### config.mk
export PLATFORM = sky130hd
export DESIGN_NAME = ring_osc_meter_ctrl
export DESIGN_NICKNAME = d
export VERILOG_FILES = /design/src/rtl/ring_osc_meter_ctrl.sv
export SDC_FILE = /design/constraint.sdc
export NUM_CORES = 1
export LEC_CHECK = 0
export ABC_AREA = 1
export CAP_MARGIN = 40
export CORE_MARGIN = 5
export CORE_UTILIZATION = 53
export DETAILED_ROUTE_END_ITERATION = 10
export GPL_TIMING_DRIVEN = 0
export PLACE_DENSITY_LB_ADDON = 0.05
export SLEW_MARGIN = 20
export SYNTH_ARGS = -nofsm -noshare
export SYNTH_HDL_FRONTEND = slang
export SYNTH_SLANG_ARGS = --single-unit
### constraint.sdc
create_clock -name clk48 -period 3.75 [get_ports clk48]
set_input_delay 0.5625 -clock clk48 [delete_from_list [all_inputs] [get_ports clk48]]
set_output_delay 0.5625 -clock clk48 [all_outputs]
set_load 0.1 [all_outputs]
### src/rtl/ring_osc_meter_ctrl.sv
// rtl/ring_osc_meter_ctrl.sv - ring oscillator measurement sequencer (enable, settle, clear, windowed edge count)
module ring_osc_meter_ctrl #(
   parameter int CW      = 8,
   parameter int RW      = 24,
   parameter int WINDOW  = 48000,
   parameter int SETTLE  = 64,
   parameter int CLR_CYC = 8
) (
   input  logic          clk48,
   input  logic          rst_n,
   input  logic          start,
   input  logic          cont,
   input  logic          stop,
   input  logic [CW-1:0] ring_gray,
   output logic          osc_en,
   output logic          cnt_clr,
   output logic          busy,
   output logic          done,
   output logic [RW-1:0] result,
   output logic          overflow
);

   localparam int SW    = ((RW > CW) ? RW : CW) + 1;
   localparam int MAXC0 = (WINDOW > SETTLE) ? WINDOW : SETTLE;
   localparam int MAXC1 = (MAXC0 > CLR_CYC) ? MAXC0 : CLR_CYC;
   localparam int MAXC  = (MAXC1 > 4) ? MAXC1 : 4;
   localparam int TW    = $clog2(MAXC + 1);

   typedef enum logic [2:0] {
      S_IDLE,
      S_ENABLE,
      S_CLEAR,
      S_ARM,
      S_MEASURE,
      S_DONE
   } state_t;

   state_t        state;
   logic [TW-1:0] cnt;
   logic [CW-1:0] sync1;
   logic [CW-1:0] sync2;
   logic [CW-1:0] bin_s;
   logic [CW-1:0] prev;
   logic [CW-1:0] delta;
   logic [RW-1:0] acc;
   logic          ovf_int;
   logic [SW-1:0] sum;
   logic          sat;

   // Gray to binary: each binary bit is the XOR of all Gray bits at or above it.
   always_comb begin
      bin_s = '0;
      for (int i = 0; i < CW; i++) begin
         bin_s[i] = ^(sync2 >> i);
      end
   end

   // Modulo subtraction makes ring counter wrap-around transparent.
   assign delta = bin_s - prev;
   assign sum   = SW'(acc) + SW'(delta);
   assign sat   = (sum > SW'({RW{1'b1}}));

   always_ff @(posedge clk48 or negedge rst_n) begin
      if (!rst_n) begin
         state    <= S_IDLE;
         cnt      <= '0;
         sync1    <= '0;
         sync2    <= '0;
         prev     <= '0;
         acc      <= '0;
         ovf_int  <= 1'b0;
         osc_en   <= 1'b0;
         cnt_clr  <= 1'b0;
         busy     <= 1'b0;
         done     <= 1'b0;
         result   <= '0;
         overflow <= 1'b0;
      end else begin
         sync1 <= ring_gray;
         sync2 <= sync1;
         done  <= 1'b0;
         if (state != S_IDLE && stop) begin
            state   <= S_IDLE;
            cnt     <= '0;
            osc_en  <= 1'b0;
            cnt_clr <= 1'b0;
            busy    <= 1'b0;
         end else begin
            case (state)
               S_IDLE: begin
                  osc_en  <= 1'b0;
                  cnt_clr <= 1'b0;
                  busy    <= 1'b0;
                  if (start && !stop) begin
                     state <= S_ENABLE;
                     cnt   <= '0;
                  end
               end
               S_ENABLE: begin
                  osc_en  <= 1'b1;
                  cnt_clr <= 1'b0;
                  busy    <= 1'b1;
                  if (cnt == TW'(SETTLE - 1)) begin
                     state <= S_CLEAR;
                     cnt   <= '0;
                  end else begin
                     cnt <= cnt + 1'b1;
                  end
               end
               S_CLEAR: begin
                  osc_en  <= 1'b1;
                  cnt_clr <= 1'b1;
                  busy    <= 1'b1;
                  if (cnt == TW'(CLR_CYC - 1)) begin
                     state <= S_ARM;
                     cnt   <= '0;
                  end else begin
                     cnt <= cnt + 1'b1;
                  end
               end
               S_ARM: begin
                  osc_en  <= 1'b1;
                  cnt_clr <= 1'b0;
                  busy    <= 1'b1;
                  // Synchronizer latency is flushed by now; snapshot the baseline.
                  if (cnt == TW'(3)) begin
                     state   <= S_MEASURE;
                     cnt     <= '0;
                     prev    <= bin_s;
                     acc     <= '0;
                     ovf_int <= 1'b0;
                  end else begin
                     cnt <= cnt + 1'b1;
                  end
               end
               S_MEASURE: begin
                  osc_en  <= 1'b1;
                  cnt_clr <= 1'b0;
                  busy    <= 1'b1;
                  prev    <= bin_s;
                  if (sat) begin
                     acc     <= {RW{1'b1}};
                     ovf_int <= 1'b1;
                  end else begin
                     acc <= sum[RW-1:0];
                  end
                  if (cnt == TW'(WINDOW - 1)) begin
                     state <= S_DONE;
                     cnt   <= '0;
                  end else begin
                     cnt <= cnt + 1'b1;
                  end
               end
               S_DONE: begin
                  result   <= acc;
                  overflow <= ovf_int;
                  done     <= 1'b1;
                  cnt_clr  <= 1'b0;
                  cnt      <= '0;
                  // prev is kept so edges seen during this cycle land in the next window.
                  if (cont) begin
                     state   <= S_MEASURE;
                     acc     <= '0;
                     ovf_int <= 1'b0;
                     osc_en  <= 1'b1;
                     busy    <= 1'b1;
                  end else begin
                     state  <= S_IDLE;
                     osc_en <= 1'b0;
                     busy   <= 1'b0;
                  end
               end
               default: begin
                  state   <= S_IDLE;
                  cnt     <= '0;
                  osc_en  <= 1'b0;
                  cnt_clr <= 1'b0;
                  busy    <= 1'b0;
               end
            endcase
         end
      end
   end

endmodule

Word level (Yosys, flattened, before mapping)
Cells that the tools add are included.
{"block": "word_totals", "ff_bits": 96, "input_bits": 13, "output_inout_bits": 29, "word_cells": 87}
{"block": "op_classes", "n_addsub": 3, "n_lt_le_gt_ge": 1, "eq_ne": 17, "n_mux": 32, "n_bitwise": 1, "reduce_logical": 21}
{"op": "2-to-1 mux 16 bit", "count": 6}
{"op": "one-hot mux 16 bit (5 select lines)", "count": 1}
{"op": "2-to-1 mux 24 bit", "count": 3}
{"op": "one-hot mux 24 bit (3 select lines)", "count": 1}
{"op": "parity 8 bit", "count": 8}
{"op": "adder 24 x 8 -> 25 bit", "count": 1}
{"op": "greater-than comparator 25 x 24 -> 1 bit (second input constant)", "count": 1}
{"op": "2-to-1 mux 3 bit", "count": 7}
{"op": "one-hot mux 3 bit (6 select lines)", "count": 1}
{"op": "adder 16 x 1 -> 16 bit (second input constant)", "count": 1}
{"op": "equality test 16 bit (second input constant)", "count": 1}
{"op": "equality test 16 x 2 -> 1 bit (second input constant)", "count": 1}
{"op": "equality test 16 x 3 -> 1 bit (second input constant)", "count": 1}
{"op": "equality test 16 x 6 -> 1 bit (second input constant)", "count": 1}
{"op": "one-hot mux 8 bit (2 select lines)", "count": 1}
{"op": "!= test 3 bit (second input constant)", "count": 5}
{"op": "AND reduction 5 bit", "count": 2}
{"op": "2-to-1 mux 1 bit", "count": 9}
{"op": "2-to-1 mux 8 bit", "count": 1}
{"op": "subtractor 8 bit", "count": 1}
{"op": "equality test 3 x 2 -> 1 bit (second input constant)", "count": 2}
{"op": "equality test 3 bit (second input constant)", "count": 2}
{"op": "!= test 2 bit (second input constant)", "count": 3}
{"op": "nonzero test 3 bit", "count": 2}
{"op": "other kinds (12)", "count": 13}

Logic depth before layout (Yosys ltp)
{"block": "depth", "ltp_word": 6, "depth_mapped": 26, "depth_no_buf": 26}

Least setup slack after synthesis
OpenSTA, ideal clock, no wires.
{"block": "synth_path", "path_type": "reg-to-reg", "startpoint": "register sync2[7]", "endpoint": "register acc[12]", "setup_ps": 117, "arrival_time_ps": 3509, "t_required_ps": 3633, "setup_slack_ps": 125, "stages_incl_launch_ff": 22, "path_buffers": 1, "period_less_slack_ps": 3625, "path_cell_list": "dfrtp_1 > xor2_2 > xnor2_1 > xor2_1 > inv_1 > ha_1 > nand2_1 > o21ai_0 > a21oi_1 > o21ai_0 > xnor2_1 > inv_1 > ha_1 > a21oi_1 > o21ai_0 > nand2_1 > nand2_1 > nand3_1 > buf_2 > o21ai_0 > nand2_1 > nand2_1"}
{"block": "synth_between", "elab_chain_len": 6, "word_cells_on_any_way": 13, "cone_classes": "add/sub: 2; order compare: 1; mux: 2; reduce/logical: 8"}
{"element": "start: declaration", "line": "41", "text": "logic [CW-1:0] sync2;"}
{"element": "start signal: assignment", "line": "80", "text": "sync2 <= sync1;"}
{"element": "parity 8 bit (*)", "line": "54", "text": "bin_s[i] = ^(sync2 >> i);"}
{"element": "net bin_s[4]", "line": "42", "text": "logic [CW-1:0] bin_s;"}
{"element": "subtractor 8 bit (*)", "line": "59", "text": "assign delta = bin_s - prev;"}
{"element": "adder 24 x 8 -> 25 bit (*)", "line": "60", "text": "assign sum = SW'(acc) + SW'(delta);"}
{"element": "greater-than comparator 25 x 24 -> 1 bit", "line": "61", "text": "assign sat = (sum > SW'({RW{1'b1}}));"}
{"element": "2-to-1 mux 24 bit (*)", "line": "141", "text": "if (sat) begin"}
{"element": "one-hot mux 24 bit (3 select lines) (*)", "line": "89", "text": "case (state)"}
{"element": "end signal: assignment", "line": "142", "text": "acc <= {RW{1'b1}};"}
{"element": "end signal: assignment", "line": "145", "text": "acc <= sum[RW-1:0];"}
{"element": "end: declaration", "line": "45", "text": "logic [RW-1:0] acc;"}
Mark *: on every way through the listed nets, which the timed path passes. The rest lies on a longest branch.
A chain may end at the register's enable or synchronous reset.

Worst setup path in the final report
{"block": "layout_path", "startpoint": "register sync2[6]", "endpoint": "register acc[17]"}
Same word-level chain as after synthesis.

==> metrics <==
Syn Std Cell Area ~0.0056 mm^2; initial antenna violation count 0; register clock-pin slew on the reported worst setup and hold paths approximately 0.11 ns; ratio of cells with drive above 1 in the final layout around 17%; cell family with most CP delay XOR/XNOR gates; pin count of the biggest net entering global routing 58; WP buf/inv 2; FF-to-FF path depth 20; vias in the first global route between 5000 and 6000; first-pass GRT wire length ~23 mm; cell count after synthesis approximately 750; hpwl dp approximately 10 mm; post-synthesis area per instance ~7.5 um^2; CP max FO 5; row count 37; relative slew slack 59.86%; total power approximately 6400 uW; hold crit path type in -> async; top cell type's share of synthesized area a little over two fifths; Leak about 0.0036 uW; Post-synth top cells nand2_1, dfrtp_1, inv_1; H-tree depth 3; Via density ~5.2; drt wl/cell between 10 and 15 um; Fin. Hold Viols 0; final setup fails 0; Ant. Diodes 0; Period Utilization, post-route just under 100%; Main synth FF type dfrtp_1; GRT Overall Usage around 23%; Final Max Slew Viols 0; die area between 0.01 and 0.015 mm^2; number of distinct library cells after synthesis 39; Worst R2R Setup Slack roughly 0.019 ns; Syn-to-layout area delta 29.73%; EDFF count, synth 0; footprint of the multi-input gates slightly above 0.003 mm^2; DRC Markers 0; Fill cells approximately 840; Die W around 110 um; flip-flop and latch area around 0.0024 mm^2; critical-path cell list xor2_4 -> xnor2_4 -> xor2_2 -> inv_2 -> ha_4 -> nand2_4 -> o21ai_4 -> nand4_1 -> o211ai_1 -> xor2_1 -> ha_1 -> a21oi_2 -> o21ai_1 -> nand2_1 -> nand2_2 -> nand3_4 -> clkbuf_16 -> nand3_1 -> nand2_1 -> nand2_1; post-synthesis register bit count 96; main area contributors after synthesis dfrtp_1, nand2_1, inv_1, nand3_1, ha_1; clock sink count 96; TritonRoute pass-1 iters 4; clk_skew 0.01528 ns; clock latency at the later pin of the worst-skew pair roughly 0.40 ns; top-count cell post-synth nand2_1; grt ovf 0; Initial DRC Count between 200 and 300; Pwr per Cell Area 881.9 mW/mm^2; RSZ-0062 raised after global routing true; CTS max path bufs 2; CTS hold repair buffers 0; Slowest-stage cell, CP dfrtp_1; Worst Path Arrival ~4.0 ns; async set or reset register ratio after synthesis between 90% and 100%; crit path time final approximately 3.7 ns; vias after detailed routing ~5000; status finished clean; CP startpoint kind flip-flop; TritonCTS clock tree yes; most used cell, CP nand2_1; initial cell density of the core ~54%; port bufs between 40 and 50; routability cong. around 0.95; post-synth top area cell dfrtp_1; kind of critical path reg -> reg; Die Span Y approximately 110 um; TritonCTS buffer count 9; Max Cap Violations 0; Critical Path Max Stage Delay about 0.44 ns; reg2reg start sync2[6]; FF-to-FF End acc[17]; worst setup path startpoint sync2[6]; final design utilization 70.61%; critical path endpoint category flip-flop; Slew @ Worst Pin ~0.6 ns; Max Freq 0.2681 GHz; nets@finish around 880; Syn. warnings 0; Syn Nets ~800; post-route antenna net violation count 0; Worst VDD drop around 0.00075 V; CP required a little over 4 ns; Routed Wire Length approximately 14 mm; sequential share of the synthesized area between 40% and 50%; Core Region between 0.01 and 0.015 mm^2; Root Buffer clkbuf_8; I/O pin cnt 42
## worst reg2reg max path, delay by kind of cell (launching register included)
family / cells / cell delay [ns]
AO/OA/AOI/OAI: 4 / 0.56
flip-flops: 1 / 0.44
XOR/XNOR: 4 / 1.05
buffers and inverters: 2 / 0.25
AND/OR/NAND/NOR: 8 / 0.72
adder cells (fa/ha/maj): 2 / 0.63
## per-layer routing
metal	share of wire, %	track usage (%)
met1	42	26.30
met2	51	39.45
met3	3.9	5.455
met4	3.7	9.776
met5	0	0
## kinds of logic (layout without fill, tap and decap cells)
group,Yosys count,count (layout),share of synthesized area (%)
buffers and inverters,104,208,7.949
AND/OR/NAND/NOR,427,427,32.55
flip-flops,96,96,42.75
adder cells (fa/ha/maj),20,20,4.721
AO/OA/AOI/OAI,65,65,6.124
XOR/XNOR,37,37,5.901
## worst max-delay path by stage
stage                          to  cells past startpoint
after detailed placement  acc[19]                     21
final                     acc[17]                     20
after global routing      acc[13]                     20
after CTS                 acc[14]                     20
after global placement     cnt[0]                      1
after floorplan           acc[12]                     21
## flip-flops by register name, summed over array words and instances, names as in the netlist
register / cells
state: 3
done: 1
busy: 1
prev: 8
sync1: 8
acc: 24
sync2: 8
cnt_clr: 1
ovf_int: 1
cnt: 16
result: 24
overflow: 1
## where the power goes
group / leakage (uW) / switching [uW] / internal [uW]
Sequential: 0.00124 / 165 / 1280
Combinational: 0.00223 / 2680 / 1620
Clock: 0.0000984 / 421 / 260
Total: 0.00357 / 3270 / 3160
## through the flow
step                      instances  hold WS (ns)  area [um^2]  setup TNS (ns)  worst slack [ns]
after floorplan                 749        0.2669         5619               0            0.1248
after CTS                       975       0.06470         6999               0           0.01423
after global routing            989       0.08842         7289          -3.230           -0.1642
after global placement          926        0.3312         6200         -142.35            -1.389
final                           989       0.06116         7289               0           0.01935
after detailed placement        956        0.3347         6664          -12.22           -0.5787
## cell type report
cell class,count,area share (%)
multi-input cells,549,41.61
plain buffers,17,1.734
well taps,136,2.334
flip-flops and latches,96,32.97
repair buffers,88,14.09
inverters,87,4.617
clock inverters,7,0.9440
clock buffers,9,1.699
## cells in the final DEF, fill, tap and decap left out, drive strengths merged, types with 10 or more instances in the layout
cell type,netlist,layout
buf,15,62
nand3b,10,10
inv,87,92
nand3,55,55
clkdlybuf4s50,0,40
xor2,17,17
a21oi,11,11
clkbuf,2,12
nor2,58,58
dfrtp,96,96
nand2,284,284
ha,18,18
xnor2,20,20
o21ai,51,51
## what timing repair did
item	in CTS	in global routing
buffers inserted	3	14
resized for setup	25	42
pin swaps	4	26
endpoints found under the setup margin	25	25
gates cloned	0	2
Note: power is estimated with default switching activity, not from simulation.
==> patch 1, RTL diff (same settings) <==
Encoding of `state_t`: now one-hot (6 bits for 6 states).
--- a/src/rtl/ring_osc_meter_ctrl.sv
+++ b/src/rtl/ring_osc_meter_ctrl.sv
@@ -26,13 +26,13 @@
    localparam int MAXC  = (MAXC1 > 4) ? MAXC1 : 4;
    localparam int TW    = $clog2(MAXC + 1);
 
-   typedef enum logic [2:0] {
-      S_IDLE,
-      S_ENABLE,
-      S_CLEAR,
-      S_ARM,
-      S_MEASURE,
-      S_DONE
+   typedef enum logic [5:0] {
+      S_IDLE    = 6'b000001,
+      S_ENABLE  = 6'b000010,
+      S_CLEAR   = 6'b000100,
+      S_ARM     = 6'b001000,
+      S_MEASURE = 6'b010000,
+      S_DONE    = 6'b100000
    } state_t;
 
    state_t        state;
Formal check against the unedited RTL: no difference found for any inputs over 10 cycles, from zero or initial values and one cycle with rst_n low; not proved beyond that.
==> patch 1 against the unedited design <==
Synthesized area grew 4.9%; wire length grew 6.8%; design area up 2.5%; synthesized cell count rose by 4.7%; sequential cell count grew 3; via count up 7.8%; core utilization down 2.0 points; non-clock buffer count decreased by 10; worst setup slack worse by 0.017 ns.
Power is not compared: it rests on default switching activity, and its combinational part moved more than twofold at a synthesized area within 25%.
==> patch 1: results (changes against the unedited design) <==
| Metric | Value |
|---|---|
| First-pass GRT wire length | 25000 um (was 23300 um) |
| Fraction of area in clock buffers and inverters | 2.38% (was 2.64%) |
| End of the worst register-to-register path | acc[13] (was acc[17]) |
| Total routing resource utilization after global routing | 23.8% (was 22.6%) |
| Non-clock buffer count in the final layout | 95 (was 105) |
| Layout inverter count without the clock tree | 100 (was 87) |
| Leading post-synthesis cells by cell area | sky130_fd_sc_hd__dfrtp_1 42%, sky130_fd_sc_hd__nand2_1 17%, sky130_fd_sc_hd__inv_1 6.1%, sky130_fd_sc_hd__nand3_1 5.5%, sky130_fd_sc_hd__ha_1 3.8% (was sky130_fd_sc_hd__dfrtp_1 43%, sky130_fd_sc_hd__nand2_1 19%, sky130_fd_sc_hd__inv_1 5.6%, sky130_fd_sc_hd__nand3_1 4.8%, sky130_fd_sc_hd__ha_1 4.0%) |
| Status | finished clean (unchanged) |
| Via density per instance | 5.39 (was 5.17) |
| Total setup buffers inserted after CTS | 10 (was 3) |
| Post-cts resize count | 21 (was 25) |
| Compound-cell area share of the yosys netlist | 7.11% (was 6.12%) |
| Cell Count Post-Placement | 995 (was 956) |
| Dominant delay contributor by cell family on the critical path | simple AND/OR/NAND/NOR gates (was XOR/XNOR gates) |
| Via count of the routed design | 5512 (was 5111) |
| Largest clock skew in the final design | 0.0162 ns (was 0.0153 ns) |
| Worst reg2reg path depth | 22 (was 20) |
| Final wirelength | 15100 um (was 14200 um) |
| Post-Syn Nets | 817 (was 782) |
| Multi-input combinational area share | 42.6% (was 41.6%) |
| Drt first pass iters | 6 (was 4) |
| Layout cell share with drive strength beyond 1 | 16.5% (was 16.6%) |
| Met1 demand-to-capacity share in global routing | 33.0% (was 26.3%) |
| Xor-xnor portion of the synthesized cell area | 5.05% (was 5.90%) |
| Grt met2 use | 38.0% (was 39.5%) |
| Number of clock-tree buffers in the layout | 12 (was 9) |
| Detailed-routed wire length on met2 | 7200 um (was 7210 um) |
| Worst-margin pin slew | 0.525 ns (was 0.602 ns) |
| Sum of net half-perimeters after detailed placement | 11000 um (was 10100 um) |
| Sequential cell area | 2480 sq um (was 2400 sq um) |
| Met3 track demand over resource in global routing | 4.33% (was 5.45%) |
==> patch 1: worst register-to-register path, delay by kind of cell (launching register included) <==
kind	cells	cell delay, ns
DFF	1	0.44
buffers and inverters	2	0.28
AOI/OAI and AO/OA	2	0.23
adders and majority gates	3	0.82
and+or+nand+nor	11	1.09
xor gates and xnor gates	4	0.78
==> patch 1: how the worst max path moves through the flow <==
| stage | end | cells after the start | slack (ns) | startpoint |
|---|---|---|---|---|
| global route | acc[13] | 21 | -0.19 | sync2[2] |
| global placement | acc[21] | 1 | -1.52 | rst_n |
| CTS | ovf_int | 24 | -0.0004 | sync2[7] |
| finish | acc[13] | 22 | 0.003 | sync2[6] |
| detailed placement | ovf_int | 21 | -0.40 | sync2[7] |
| floorplan | ovf_int | 21 | 0.26 | sync2[7] |
==> patch 1: metrics by stage <==
step	total power, uW	util [%]	cell area, sq um
finish	2640	68.6	7470
global route	2780	68.6	7470
CTS	2600	67.2	7310
detailed placement	1860	63.9	6950
global placement	1830	59.5	6480
floorplan	1670	-	5890
==> patch 2, RTL diff (same flow settings) <==
Made on the original files. The parameter `SETTLE` goes from 64 to 32.
--- a/src/rtl/ring_osc_meter_ctrl.sv
+++ b/src/rtl/ring_osc_meter_ctrl.sv
@@ -3,7 +3,7 @@
    parameter int CW      = 8,
    parameter int RW      = 24,
    parameter int WINDOW  = 48000,
-   parameter int SETTLE  = 64,
+   parameter int SETTLE  = 32,
    parameter int CLR_CYC = 8
 ) (
    input  logic          clk48,
Behaviour: same outputs for any inputs over 10 cycles, from zero or initial values and one cycle with rst_n low; that may be too few to reach the edited logic, so the function may still have changed.
==> patch 2 against the unedited design <==
The run now ends with negative setup slack left; clock skew decreased by 0.0071 ns; first-iteration DRC count increased by 13%; worst setup slack got worse by 0.020 ns; critical path depth increased by 4; non-clock buffer count decreased by 2; synthesized area increased by 0.36%; sequential share of layout area decreased by 0.11 points; core utilization about the same; design area increased by 0.38%; wire length decreased by 0.47%; hold slack got worse by 0.019 ns; power decreased by 8.2%; sequential cell count unchanged.
==> patch 2: results (changes against the unedited design) <==
| Metric | Value |
|---|---|
| Detailed-routed wire length on met2 | 7290 um (was 7210 um) |
| Vias in the first global route | 5138 (was 5043) |
| Per-cell routed wire length | 14.1 um (was 14.3 um) |
| Total routing resource utilization after global routing | 22.7% (was 22.6%) |
| Final setup violation count | 1 (was 0) |
| Setup slack on the worst flop-to-flop path | -0.0006 ns (was 0.02 ns) |
| Sequential cell area | 2400 sq um (about the same) |
| Worst-margin pin slew | 0.648 ns (was 0.602 ns) |
| WL met3 | 556 um (was 550 um) |
| Total area of multi-input combinational cells | 3020 sq um (was 3030 sq um) |
| Via density per instance | 5.21 (was 5.17) |
| Layout cell share with drive strength beyond 1 | 17.1% (was 16.6%) |
| Initial drt markers | 335 (was 296) |
| Largest clock skew in the final design | 0.00815 ns (was 0.0153 ns) |
| Leakage power | 0.00377 uW (was 0.00357 uW) |
| Non-clock buffer count in the final layout | 103 (was 105) |
| Net count of the finished layout | 892 (was 881) |
| VDD IR-drop max | 650 uV (was 753 uV) |
| Leading post-synthesis cells by cell area | sky130_fd_sc_hd__dfrtp_1 43%, sky130_fd_sc_hd__nand2_1 19%, sky130_fd_sc_hd__inv_1 6.4%, sky130_fd_sc_hd__nand3_1 5.3%, sky130_fd_sc_hd__ha_1 4.0% (was sky130_fd_sc_hd__dfrtp_1 43%, sky130_fd_sc_hd__nand2_1 19%, sky130_fd_sc_hd__inv_1 5.6%, sky130_fd_sc_hd__nand3_1 4.8%, sky130_fd_sc_hd__ha_1 4.0%) |
| Mapped Cells | 763 (was 749) |
| Status | finished, violations left (was finished clean) |
| Worst reg2reg path depth | 24 (was 20) |
| Critical path data arrival time | 4.03 ns (was 4.02 ns) |
| Pin count of the biggest net entering global routing | 66 (was 58) |
| End of the worst register-to-register path | acc[7] (was acc[17]) |
| Global placement routability congestion | 0.948 (was 0.945) |
| Slack of the critical path | -0.000589 ns (was 0.0194 ns) |
| Most common library cells after synthesis | 281 x sky130_fd_sc_hd__nand2_1, 96 x sky130_fd_sc_hd__dfrtp_1, 96 x sky130_fd_sc_hd__inv_1 (was 279 x sky130_fd_sc_hd__nand2_1, 96 x sky130_fd_sc_hd__dfrtp_1, 84 x sky130_fd_sc_hd__inv_1) |
| Cell Count Post-Placement | 970 (was 956) |
| Violated checks | negative setup slack |
| Detailed-route wire length on metal 1 | 5890 um (was 5880 um) |
| Layout inverter count without the clock tree | 101 (was 87) |
| Aggregate negative setup slack | -0.000589 ns (was 0 ns) |
| Part of the Yosys area used for sequential elements | 42.6% (was 42.8%) |
| Drt first pass iters | 5 (was 4) |
| Total setup buffers inserted after CTS | 8 (was 3) |
| Setup WS pre-CTS | -0.552 ns (was -0.579 ns) |
[patch 2: changes by cell type after synthesis, moves of 3 or more]
cell	unedited run	this run
sky130_fd_sc_hd__inv_1	84	96
sky130_fd_sc_hd__nand3b_1	10	1
sky130_fd_sc_hd__nand3_1	54	60
sky130_fd_sc_hd__nor2_1	51	45
sky130_fd_sc_hd__o211ai_1	1	5
sky130_fd_sc_hd__inv_2	1	4
[patch 2: power breakdown]
part | internal, uW | switching (uW) | leakage, uW
Clock | 322 | 408 | 0.000104
Combinational | 1390 | 2350 | 0.00243
Sequential | 1260 | 171 | 0.00123
[patch 2: cells by family (layout without fill, tap and decap cells)]
kind of cell	Yosys count	after routing	synth area share, %
flip-flops	96	96	42.6
buffers and inverters	119	220	8.76
XOR/XNOR	34	34	5.55
adder cells (fa/ha/maj)	20	20	4.70
AND/OR/NAND/NOR	422	422	31.5
AO/OA/AOI/OAI	72	72	6.88
